## src/rtl/fetch_pkg.sv

```systemverilog
// rtl/fetch_pkg.sv - shared types and constants for the instruction-fetch sequencer
//
// Contents:
//   FETCH_BUF_DEPTH   number of fetched words held between imem and decode
//   DEFAULT_RESET_PC  first fetch address after reset
//   fetch_state_t     REQ (may request), WAIT (live response due), DROP (stale response due)
//   fetch_entry_t     one buffered fetch: granted address plus returned word
package fetch_pkg;

  localparam int unsigned FETCH_BUF_DEPTH  = 2;
  localparam logic [63:0] DEFAULT_RESET_PC = 64'h0000_0000_0000_1000;

  typedef enum logic [1:0] {
    REQ  = 2'd0,
    WAIT = 2'd1,
    DROP = 2'd2
  } fetch_state_t;

  typedef struct packed {
    logic [63:0] pc;
    logic [31:0] inst;
  } fetch_entry_t;

endpackage

```

## src/rtl/fetch_buf.sv

```systemverilog
// rtl/fetch_buf.sv - two-entry FIFO of fetched words between imem and decode
//
// Ports:
//   clk, rst     clock and synchronous active-high reset
//   flush        empty the FIFO; wins over push and pop in the same cycle
//   push         write push_entry at the tail
//   push_entry   fetched word with its granted address
//   pop          drop the head entry (caller only pops when count != 0)
//   count        number of valid entries, 0..2
//   head         oldest entry
module fetch_buf
  import fetch_pkg::*;
(
  input  logic         clk,
  input  logic         rst,
  input  logic         flush,
  input  logic         push,
  input  fetch_entry_t push_entry,
  input  logic         pop,
  output logic [1:0]   count,
  output fetch_entry_t head
);

  fetch_entry_t mem [FETCH_BUF_DEPTH];
  logic         rd_ptr;
  logic         wr_ptr;

  always_ff @(posedge clk) begin
    if (rst) begin
      count  <= 2'd0;
      rd_ptr <= 1'b0;
      wr_ptr <= 1'b0;
      mem[0] <= '0;
      mem[1] <= '0;
    end else if (flush) begin
      count  <= 2'd0;
      rd_ptr <= 1'b0;
      wr_ptr <= 1'b0;
    end else begin
      if (push) begin
        mem[wr_ptr] <= push_entry;
        wr_ptr      <= ~wr_ptr;
      end
      if (pop) begin
        rd_ptr <= ~rd_ptr;
      end
      // Simultaneous push and pop leaves the count unchanged.
      count <= count + {1'b0, push} - {1'b0, pop};
    end
  end

  assign head = mem[rd_ptr];

endmodule

```

## src/rtl/fetch_ctrl.sv

```systemverilog
// rtl/fetch_ctrl.sv - instruction-fetch sequencer with single-outstanding imem handshake
//
// Parameters:
//   RESET_PC        first fetch address after reset (bits [1:0] zero)
// Ports:
//   clk, rst        clock and synchronous active-high reset
//   redirect_valid  redirect the fetch stream to redirect_pc (bits [1:0] ignored)
//   imem_req/imem_addr/imem_gnt            request side of the imem port
//   imem_rvalid/imem_rdata                 in-order response side, one per grant
//   inst_valid/inst/pc/inst_ready          head of the fetch buffer toward decode
// Build option:
//   FETCH_TRACE_EN  print popped and dropped fetches; the trace build must make
//                   check_verbose() from isa.vh visible to this module.
module fetch_ctrl
  import fetch_pkg::*;
#(
  parameter logic [63:0] RESET_PC = DEFAULT_RESET_PC
) (
  input  logic        clk,
  input  logic        rst,
  input  logic        redirect_valid,
  input  logic [63:0] redirect_pc,
  output logic        imem_req,
  output logic [63:0] imem_addr,
  input  logic        imem_gnt,
  input  logic        imem_rvalid,
  input  logic [31:0] imem_rdata,
  output logic        inst_valid,
  output logic [31:0] inst,
  output logic [63:0] pc,
  input  logic        inst_ready
);

  fetch_state_t state;
  logic [63:0]  fetch_pc;
  logic [1:0]   count;
  fetch_entry_t head;
  fetch_entry_t push_entry;
  logic         buf_push;
  logic         buf_pop;
  logic         has_room;
  logic         unused_redirect_lsbs;

  assign unused_redirect_lsbs = ^redirect_pc[1:0];

  // Requests stop once both slots are committed, so a push never meets a full buffer.
  assign has_room   = count < 2'(FETCH_BUF_DEPTH);
  assign imem_req   = ~rst & (state == REQ) & has_room & ~redirect_valid;
  assign imem_addr  = fetch_pc;

  assign inst_valid = ~rst & (count != 2'd0) & ~redirect_valid;
  assign inst       = rst ? 32'd0 : head.inst;
  assign pc         = rst ? 64'd0 : head.pc;

  // fetch_pc already advanced past the granted address when the grant was taken.
  assign push_entry = '{pc: fetch_pc - 64'd4, inst: imem_rdata};
  assign buf_push   = (state == WAIT) & imem_rvalid & ~redirect_valid;
  assign buf_pop    = inst_valid & inst_ready;

  always_ff @(posedge clk) begin
    if (rst) begin
      state    <= REQ;
      fetch_pc <= RESET_PC;
    end else if (redirect_valid) begin
      fetch_pc <= {redirect_pc[63:2], 2'b00};
      // A response still owed after this cycle must be swallowed before requesting again.
      state    <= ((state != REQ) && !imem_rvalid) ? DROP : REQ;
    end else begin
      unique case (state)
        REQ: begin
          if (imem_req && imem_gnt) begin
            fetch_pc <= fetch_pc + 64'd4;
            state    <= WAIT;
          end
        end
        WAIT: begin
          if (imem_rvalid) state <= REQ;
        end
        DROP: begin
          if (imem_rvalid) state <= REQ;
        end
        default: state <= REQ;
      endcase
    end
  end

  fetch_buf u_buf (
    .clk        (clk),
    .rst        (rst),
    .flush      (redirect_valid),
    .push       (buf_push),
    .push_entry (push_entry),
    .pop        (buf_pop),
    .count      (count),
    .head       (head)
  );

`ifdef FETCH_TRACE_EN
  // Once redirected, fetch_pc no longer holds the abandoned address, so keep a copy.
  logic [63:0] trace_drop_addr;

  always @(posedge clk) begin
    if (!rst) begin
      if (redirect_valid && state == WAIT && !imem_rvalid) begin
        trace_drop_addr <= fetch_pc - 64'd4;
      end
      if (buf_pop && check_verbose(pc)) begin
        $display("%0t Fetch: [%08h] %h", $time, pc[31:0], inst);
      end
      if (imem_rvalid && state == WAIT && redirect_valid) begin
        $display("%0t Fetch drop: [%08h]", $time, fetch_pc[31:0] - 32'd4);
      end
      if (imem_rvalid && state == DROP) begin
        $display("%0t Fetch drop: [%08h]", $time, trace_drop_addr[31:0]);
      end
    end
  end
`endif

endmodule

```

## config.mk

```make
export PLATFORM = sky130hd
export DESIGN_NAME = fetch_ctrl
export DESIGN_NICKNAME = d
export VERILOG_FILES = /design/src/rtl/fetch_pkg.sv /design/src/rtl/fetch_buf.sv /design/src/rtl/fetch_ctrl.sv
export SDC_FILE = /design/constraint.sdc
export NUM_CORES = 1
export LEC_CHECK = 0
export CAP_MARGIN = 20
export CORE_AREA = 8 8 218 137
export CTS_CLUSTER_DIAMETER = 30
export DETAILED_ROUTE_END_ITERATION = 10
export DIE_AREA = 0 0 226 145
export PLACE_DENSITY = 0.81
export SLEW_MARGIN = 15
export SYNTH_ARGS = -nofsm -noshare
export SYNTH_HDL_FRONTEND = slang
export SYNTH_SLANG_ARGS = --single-unit
```

## constraint.sdc

```tcl
create_clock -name clk -period 10.4 [get_ports clk]
set_input_delay 1.04 -clock clk [delete_from_list [all_inputs] [get_ports clk]]
set_output_delay 1.04 -clock clk [all_outputs]
set_load 0.02 [all_outputs]
```

==> results of run 1 <==
-- kinds of logic after synthesis --
logic type	Yosys count
and+or+nand+nor	645
other	1
adders and majority gates	6
buffers and inverters	157
DFF	257
muxes	112
AOI/OAI and AO/OA	169
xor gates and xnor gates	66
-- worst max path at each step --
stage | start | cells past startpoint | slack [ns] | to
2_1_floorplan | redirect_valid | 3 | 1.34 | u_buf.mem[0][0]
3_3_place_gp | redirect_valid | 7 | 5.65 | u_buf.mem[1][40]
3_5_place_dp | redirect_valid | 7 | 5.62 | u_buf.mem[1][40]
4_1_cts | flop | 4 | 5.80 | pc[3]
5_1_grt | flop | 4 | 5.73 | pc[3]
6_report | flop | 4 | 5.91 | pc[3]
-- power by group through the flow --
stage | Clock, mW | Sequential, mW | Combinational (mW)
3_5_place_dp | 0 | 1.22 | 0.323
2_1_floorplan | 0 | 1.21 | 0.172
4_1_cts | 1.53 | 1.20 | 0.324
3_3_place_gp | 0 | 1.21 | 0.318
6_report | 1.52 | 1.20 | 0.328
5_1_grt | 1.58 | 1.21 | 0.349
-- cell usage after synthesis, types with 6 or more instances --
master | number | share of area, %
nor2_1 | 245 | 6.7
edfxtp_1 | 188 | 41
mux2i_1 | 108 | 7.8
clkbuf_1 | 99 | 2.7
nand2_1 | 81 | 2.2
and2_1 | 69 | 3.1
dfxtp_1 | 69 | 10
a21oi_1 | 60 | 2.2
nand4_1 | 42 | 1.9
nor4_1 | 42 | 1.9
or4_1 | 40 | 2.2
nand3_1 | 35 | 1.3
xnor2_1 | 34 | 2.2
xor2_1 | 32 | 2.0
inv_1 | 21 | 0.57
or3_1 | 21 | 0.95
a211oi_1 | 20 | 1.1
o31ai_1 | 20 | 1.1
and3_1 | 19 | 0.86
o21ai_0 | 18 | 0.65
a311oi_1 | 16 | 1.0
buf_2 | 16 | 0.58
nor3_1 | 16 | 0.58
buf_1 | 12 | 0.33
nand2b_1 | 10 | 0.45
a31oi_1 | 8 | 0.36
buf_4 | 7 | 0.38
and4_1 | 6 | 0.38
ha_1 | 6 | 0.54
o211ai_1 | 6 | 0.33
-- critical path, cell delays in order, from the launching register on --
cell and delay (ns):
dfxtp_4 0.84, buf_4 0.82, mux2i_1 0.59, nor2_1 0.08
clkdlybuf4s50_1 0.57
-- cell type report --
cell class              count  area share [%]
diodes                      2         0.02774
clock buffers              55           6.685
clock inverters            29           2.004
inverters                  22          0.4577
multi-input cells        1002           34.37
flip-flops and latches    257           38.96
well taps                 367           2.545
repair buffers            274           14.95
-- routing by layer --
metal  vias to the layer above  part of all wire [%]
li1                       5527                     -
met1                      5733                    41
met5                         -                     0
met3                        82                    12
met4                         0                   3.0
met2                       686                    44
-- sequential cells by signal, indices dropped and copies added, names as in the netlist, named ones only --
| register | count |
|---|---|
| u_buf.wr_ptr | 1 |
| u_buf.mem | 188 |
| u_buf.count | 2 |
| state | 2 |
| u_buf.rd_ptr | 1 |
| imem_addr | 62 |
==> impl_metrics.tcl, run 1 <==
set metrics [dict create \
    cts_tree "yes" \
    clock.fmax_mhz 222.8 \
    pre_cts_slack_ns 5.623 \
    post-route-period-util_pct 43.16 \
    pin_count 264 \
    r2r_end "imem_addr[50]" \
    path_max_fanout 52 \
    design_area_sq_mm 0.01804 \
    power.total_mw 3.046 \
    num_rows 47 \
    port_buffers 257 \
    initial_core_util_pct 51.65 \
    synth_top_family_by_area "simple AND/OR/NAND/NOR gates" \
    worstPathRequired_ns 9.36 \
    grt_pass1_vias 11630 \
    syn2layout_area_growth_pct 30.57 \
    drive_gt1_share_pct 7.077 \
    max_slew_margin_pct 30.95 \
    fin_hold_ws_ns 0.5049 \
    synthArstFlopShare_pct 0 \
    p_leak_nw 5.978 \
    ys_types 56 \
    hold_path.class "flop to flop" \
    wl_mm 44.44 \
    maxSlewViolCount 0 \
    root_buffer "clkbuf_16" \
    period_needed_ns 4.489 \
    firstDrtPassIters 6 \
    totalNegativeSetupSlack_ns 0 \
    syn-instance-count 1413 \
    p_clk_share_pct 49.8 \
    place_area_sq_mm 0.01646 \
    synth_seq_cells 257 \
    report.final.setup_viol 0 \
    post_cts_resized 0 \
    gp_congestion 0.9561 \
    fill_cells 2022 \
    rrSetupSlack_ns 6.68 \
    worstPathArrival_ns 3.45 \
    power_switching_mw 0.7799 \
    synthMuxAreaShare_pct 8.148 \
    cap_violations 0 \
    drt_iter0_markers 1360 \
    hold_buffers 0 \
    crit_type "flop to output port" \
    cts_setup_buffers 0 \
    ant_nets 0 \
    mostFrequentLayoutCells "clkdlybuf4s50_1 (256), nor2_1 (245), edfxtp_1 (188), mux2i_1 (108), nand2_1 (80)" \
    drcViolationCount 0 \
    ff_latch_area_sq_mm 0.007030 \
    start_kind "flop" \
    r2r-start "imem_addr[8]" \
    nets 1711 \
    clk_latency_ns 0.55 \
    clock-skew-final_ns 0.03273 \
    busiest_layer "met2" \
    cts_num_sinks 257 \
    grt_pass1_wl_mm 68.37 \
    irDropWorstVdd_v 0.0001304 \
    fp.coreArea_sq_mm 0.02676 \
    yosys.area_share.simple_pct 23.64 \
    globalRouteMet2Util_pct 39.64 \
    worst_slack_ns 5.911 \
    cts_max_path_buffers 3 \
    yosys_warnings 0 \
    combinationalPowerShare_pct 10.8 \
    numCtsBuffers 46 \
    worst_hold_path.num_cells 2 \
    fp.dieH_microns 145 \
    clk_pin_slew_ns 0.04 \
    die_w_microns 226 \
    ys.flop_type "edfxtp_1" \
    viasPerCell 5.990 \
    multi_input_area_sq_mm 0.006201 \
    dp_cells 1922 \
    rsz0062_at_grt "no" \
    dieArea_sq_mm 0.03277 \
    cts_max_level 2 \
    dp_hpwl_mm 30.31 \
    ys_seq_area_share_pct 50.85 \
    status "finished, final reports clean" \
    track_usage_pct 26.36 \
    met1_usage_pct 35.38 \
    vias 12030 \
    synthAdderAreaFrac_pct 0.5432 \
    grt_max_degree 92 \
    sequentialPowerShare_pct 39.4 \
    layout_commonest_cell "clkdlybuf4s50_1" \
    grt_overflow 0 \
    worstRegToRegCells 5 \
    final_util_pct 67.44 \
    instances_no_fill 2008 \
    setup.worst_path.end_class "output port" \
    holdCritStartpoint "u_buf.rd_ptr" \
    hold_viol 0 \
    swShare_pct 25.60 \
    powerDensity_mw_per_mm2 168.8 \
    antenna_found_initial 2 \
    synth_compound_area_share_pct 7.958 \
    worst_pin_slew_ns 1.026 \
    synth_xor_area_share_pct 4.183 \
    met3_usage_pct 8.837 \
    synth_area_per_cell_sq_um 9.780 \
    synth_edf_count 188 \
    p_int_mw 2.267 \
    netlist_area_sq_mm 0.01382 \
    wl_per_cell_microns 22.13 \
]
Note: power is estimated with default switching activity, not from simulation.
==> run 2, diff against run 1 <==
--- a/config.mk
+++ b/config.mk
@@ -6,11 +6,11 @@
 export NUM_CORES = 1
 export LEC_CHECK = 0
 export CAP_MARGIN = 20
-export CORE_AREA = 8 8 218 137
+export CORE_AREA = 8 8 229 143
 export CTS_CLUSTER_DIAMETER = 30
 export DETAILED_ROUTE_END_ITERATION = 10
-export DIE_AREA = 0 0 226 145
-export PLACE_DENSITY = 0.81
+export DIE_AREA = 0 0 237 151
+export PLACE_DENSITY = 0.78
 export SLEW_MARGIN = 15
 export SYNTH_ARGS = -nofsm -noshare
 export SYNTH_HDL_FRONTEND = slang
==> constraint.sdc (replaced) <==
create_clock -name clk -period 3.7 [get_ports clk]
set_input_delay 0.37 -clock clk [delete_from_list [all_inputs] [get_ports clk]]
set_output_delay 0.37 -clock clk [all_outputs]
set_load 0.02 [all_outputs]
==> impl_metrics.tcl, run 2 (synthesis results as in run 1) <==
set metrics [dict create \
    viasPerCell 5.897 \
    post-route-period-util_pct 87.25 \
    hold_viol 0 \
    worst_hold_path.num_cells 3 \
    cp-endpoint "imem_addr[50]" \
    worst_pin_slew_ns 0.8798 \
    numCtsBuffers 46 \
    crit_type "flop to flop" \
    fp.dieH_microns 151 \
    drt_iter0_markers 1241 \
    totalNegativeSetupSlack_ns 0 \
    powerDensity_mw_per_mm2 467.3 \
    clk_pin_slew_ns 0.04 \
    grt_pass1_vias 11580 \
    clock.fmax_mhz 309.8 \
    rsz0062_at_grt "no" \
    hold_path.class "input pin to flop" \
    vias 12070 \
    die_w_microns 237 \
    port_buffers 257 \
    p_leak_nw 6.113 \
    mostFrequentLayoutCells "clkdlybuf4s50_1 (256), nor2_1 (245), edfxtp_1 (188), mux2i_1 (108), nand2_1 (80)" \
    pin_count 264 \
    maxSlewViolCount 0 \
    path_max_fanout 16 \
    irDropWorstVdd_v 0.0004287 \
    dieArea_sq_mm 0.03579 \
    cts_max_level 2 \
    initial_core_util_pct 47.06 \
    rrSetupSlack_ns 0.47 \
    max_slew_margin_pct 40.58 \
    startpoint "imem_addr[11]" \
    post_cts_resized 0 \
    wl_mm 45.55 \
    cap_violations 0 \
    cts_max_path_buffers 3 \
    worstPathRequired_ns 4.14 \
    drcViolationCount 0 \
    firstDrtPassIters 5 \
    hold_buffers 0 \
    largest_reg_flops 188 \
    fp.coreArea_sq_mm 0.02937 \
    worstPathArrival_ns 3.66 \
    report.final.setup_viol 0 \
    syn2layout_area_growth_pct 32.07 \
    dp_hpwl_mm 32.51 \
    gp_congestion 0.9247 \
    r2r_end "imem_addr[50]" \
    nets 1734 \
    drive_gt1_share_pct 8.058 \
    worstRegToRegCells 5 \
    grt_max_degree 66 \
    cts_setup_buffers 0 \
    cts_num_sinks 257 \
    num_rows 49 \
    setup.worst_path.end_class "flop" \
    start_kind "flop" \
    ant_nets 0 \
    antenna_found_initial 1 \
    layout_commonest_cell "clkdlybuf4s50_1" \
    grt_pass1_wl_mm 68.36 \
    fin_hold_ws_ns 0.3039 \
    track_usage_pct 24.54 \
    clock-skew-final_ns 0.02287 \
    largest-register "u_buf.mem" \
    period_needed_ns 3.228 \
    r2r-start "imem_addr[11]" \
    status "finished, final reports clean" \
    clk_latency_ns 0.55 \
    grt_overflow 0 \
    cts_tree "yes" \
    root_buffer "clkbuf_16" \
    wl_per_cell_microns 22.26 \
]
[run 2: changes by cell type in the layout (fill, tap and decap cells not counted), sizes merged]
cell,delta
buf,+23
inv,-3
clkinvlp,-2
clkbuf,+6
diode,-1
bufinv,-1
clkinv,+1
[run 2: worst max-delay path, stage by stage (launching register included)]
cell	delay, ns
dfxtp_1	0.55
nand4_4	0.24
or4_1	0.71
or4_1	0.79
or4_1	0.57
a311oi_1	0.25
[run 2: metrics by stage]
step	instance area, sq um	cells	util, %	worst slack (ns)	total power, mW
final	18250	2046	62.15	0.4718	8.529
after global routing	18250	2046	62.15	0.3619	8.773
after CTS	18250	2045	62.14	0.5212	8.555
after detailed placement	16700	1960	56.88	0.5363	4.364
after global placement	16700	1960	56.88	0.6006	4.343
after floorplan	13850	1416	-	0.04199	3.868
[run 2: how the worst min path moves through the flow]
stage | from | end | slack (ns)
6_report | rst | flop | 0.30
5_1_grt | rst | flop | 0.35
4_1_cts | rst | flop | 0.29
3_5_place_dp | u_buf.rd_ptr | flop | 0.50
3_3_place_gp | u_buf.rd_ptr | flop | 0.50
2_1_floorplan | u_buf.rd_ptr | flop | 0.48
[run 2: area by class of cell]
type	instances	area [sq um]
well taps	382	478.0
flip-flops and latches	257	7030
clock inverters	24	262.8
diodes	1	2.502
multi-input cells	1002	6193
clock buffers	61	1281
inverters	22	82.58
fillers	2421	11120
repair buffers	297	2920
[run 2: layer usage]
layer	wire length, microns	track usage, %	part of all wire [%]	vias up
met1	19500	33.82	43	5767
met3	4922	7.069	11	83
met4	1227	7.358	2.7	0
met5	0	0	0	-
met2	19900	37.23	44	656
li1	-	-	-	5559
[run 2: report_power, final]
group	internal [mW]	total [mW]	switching, mW	leakage [nW]
logic	0.403	0.974	0.571	2.85
clock network	2.78	4.20	1.43	0.760
registers	3.22	3.35	0.137	2.51
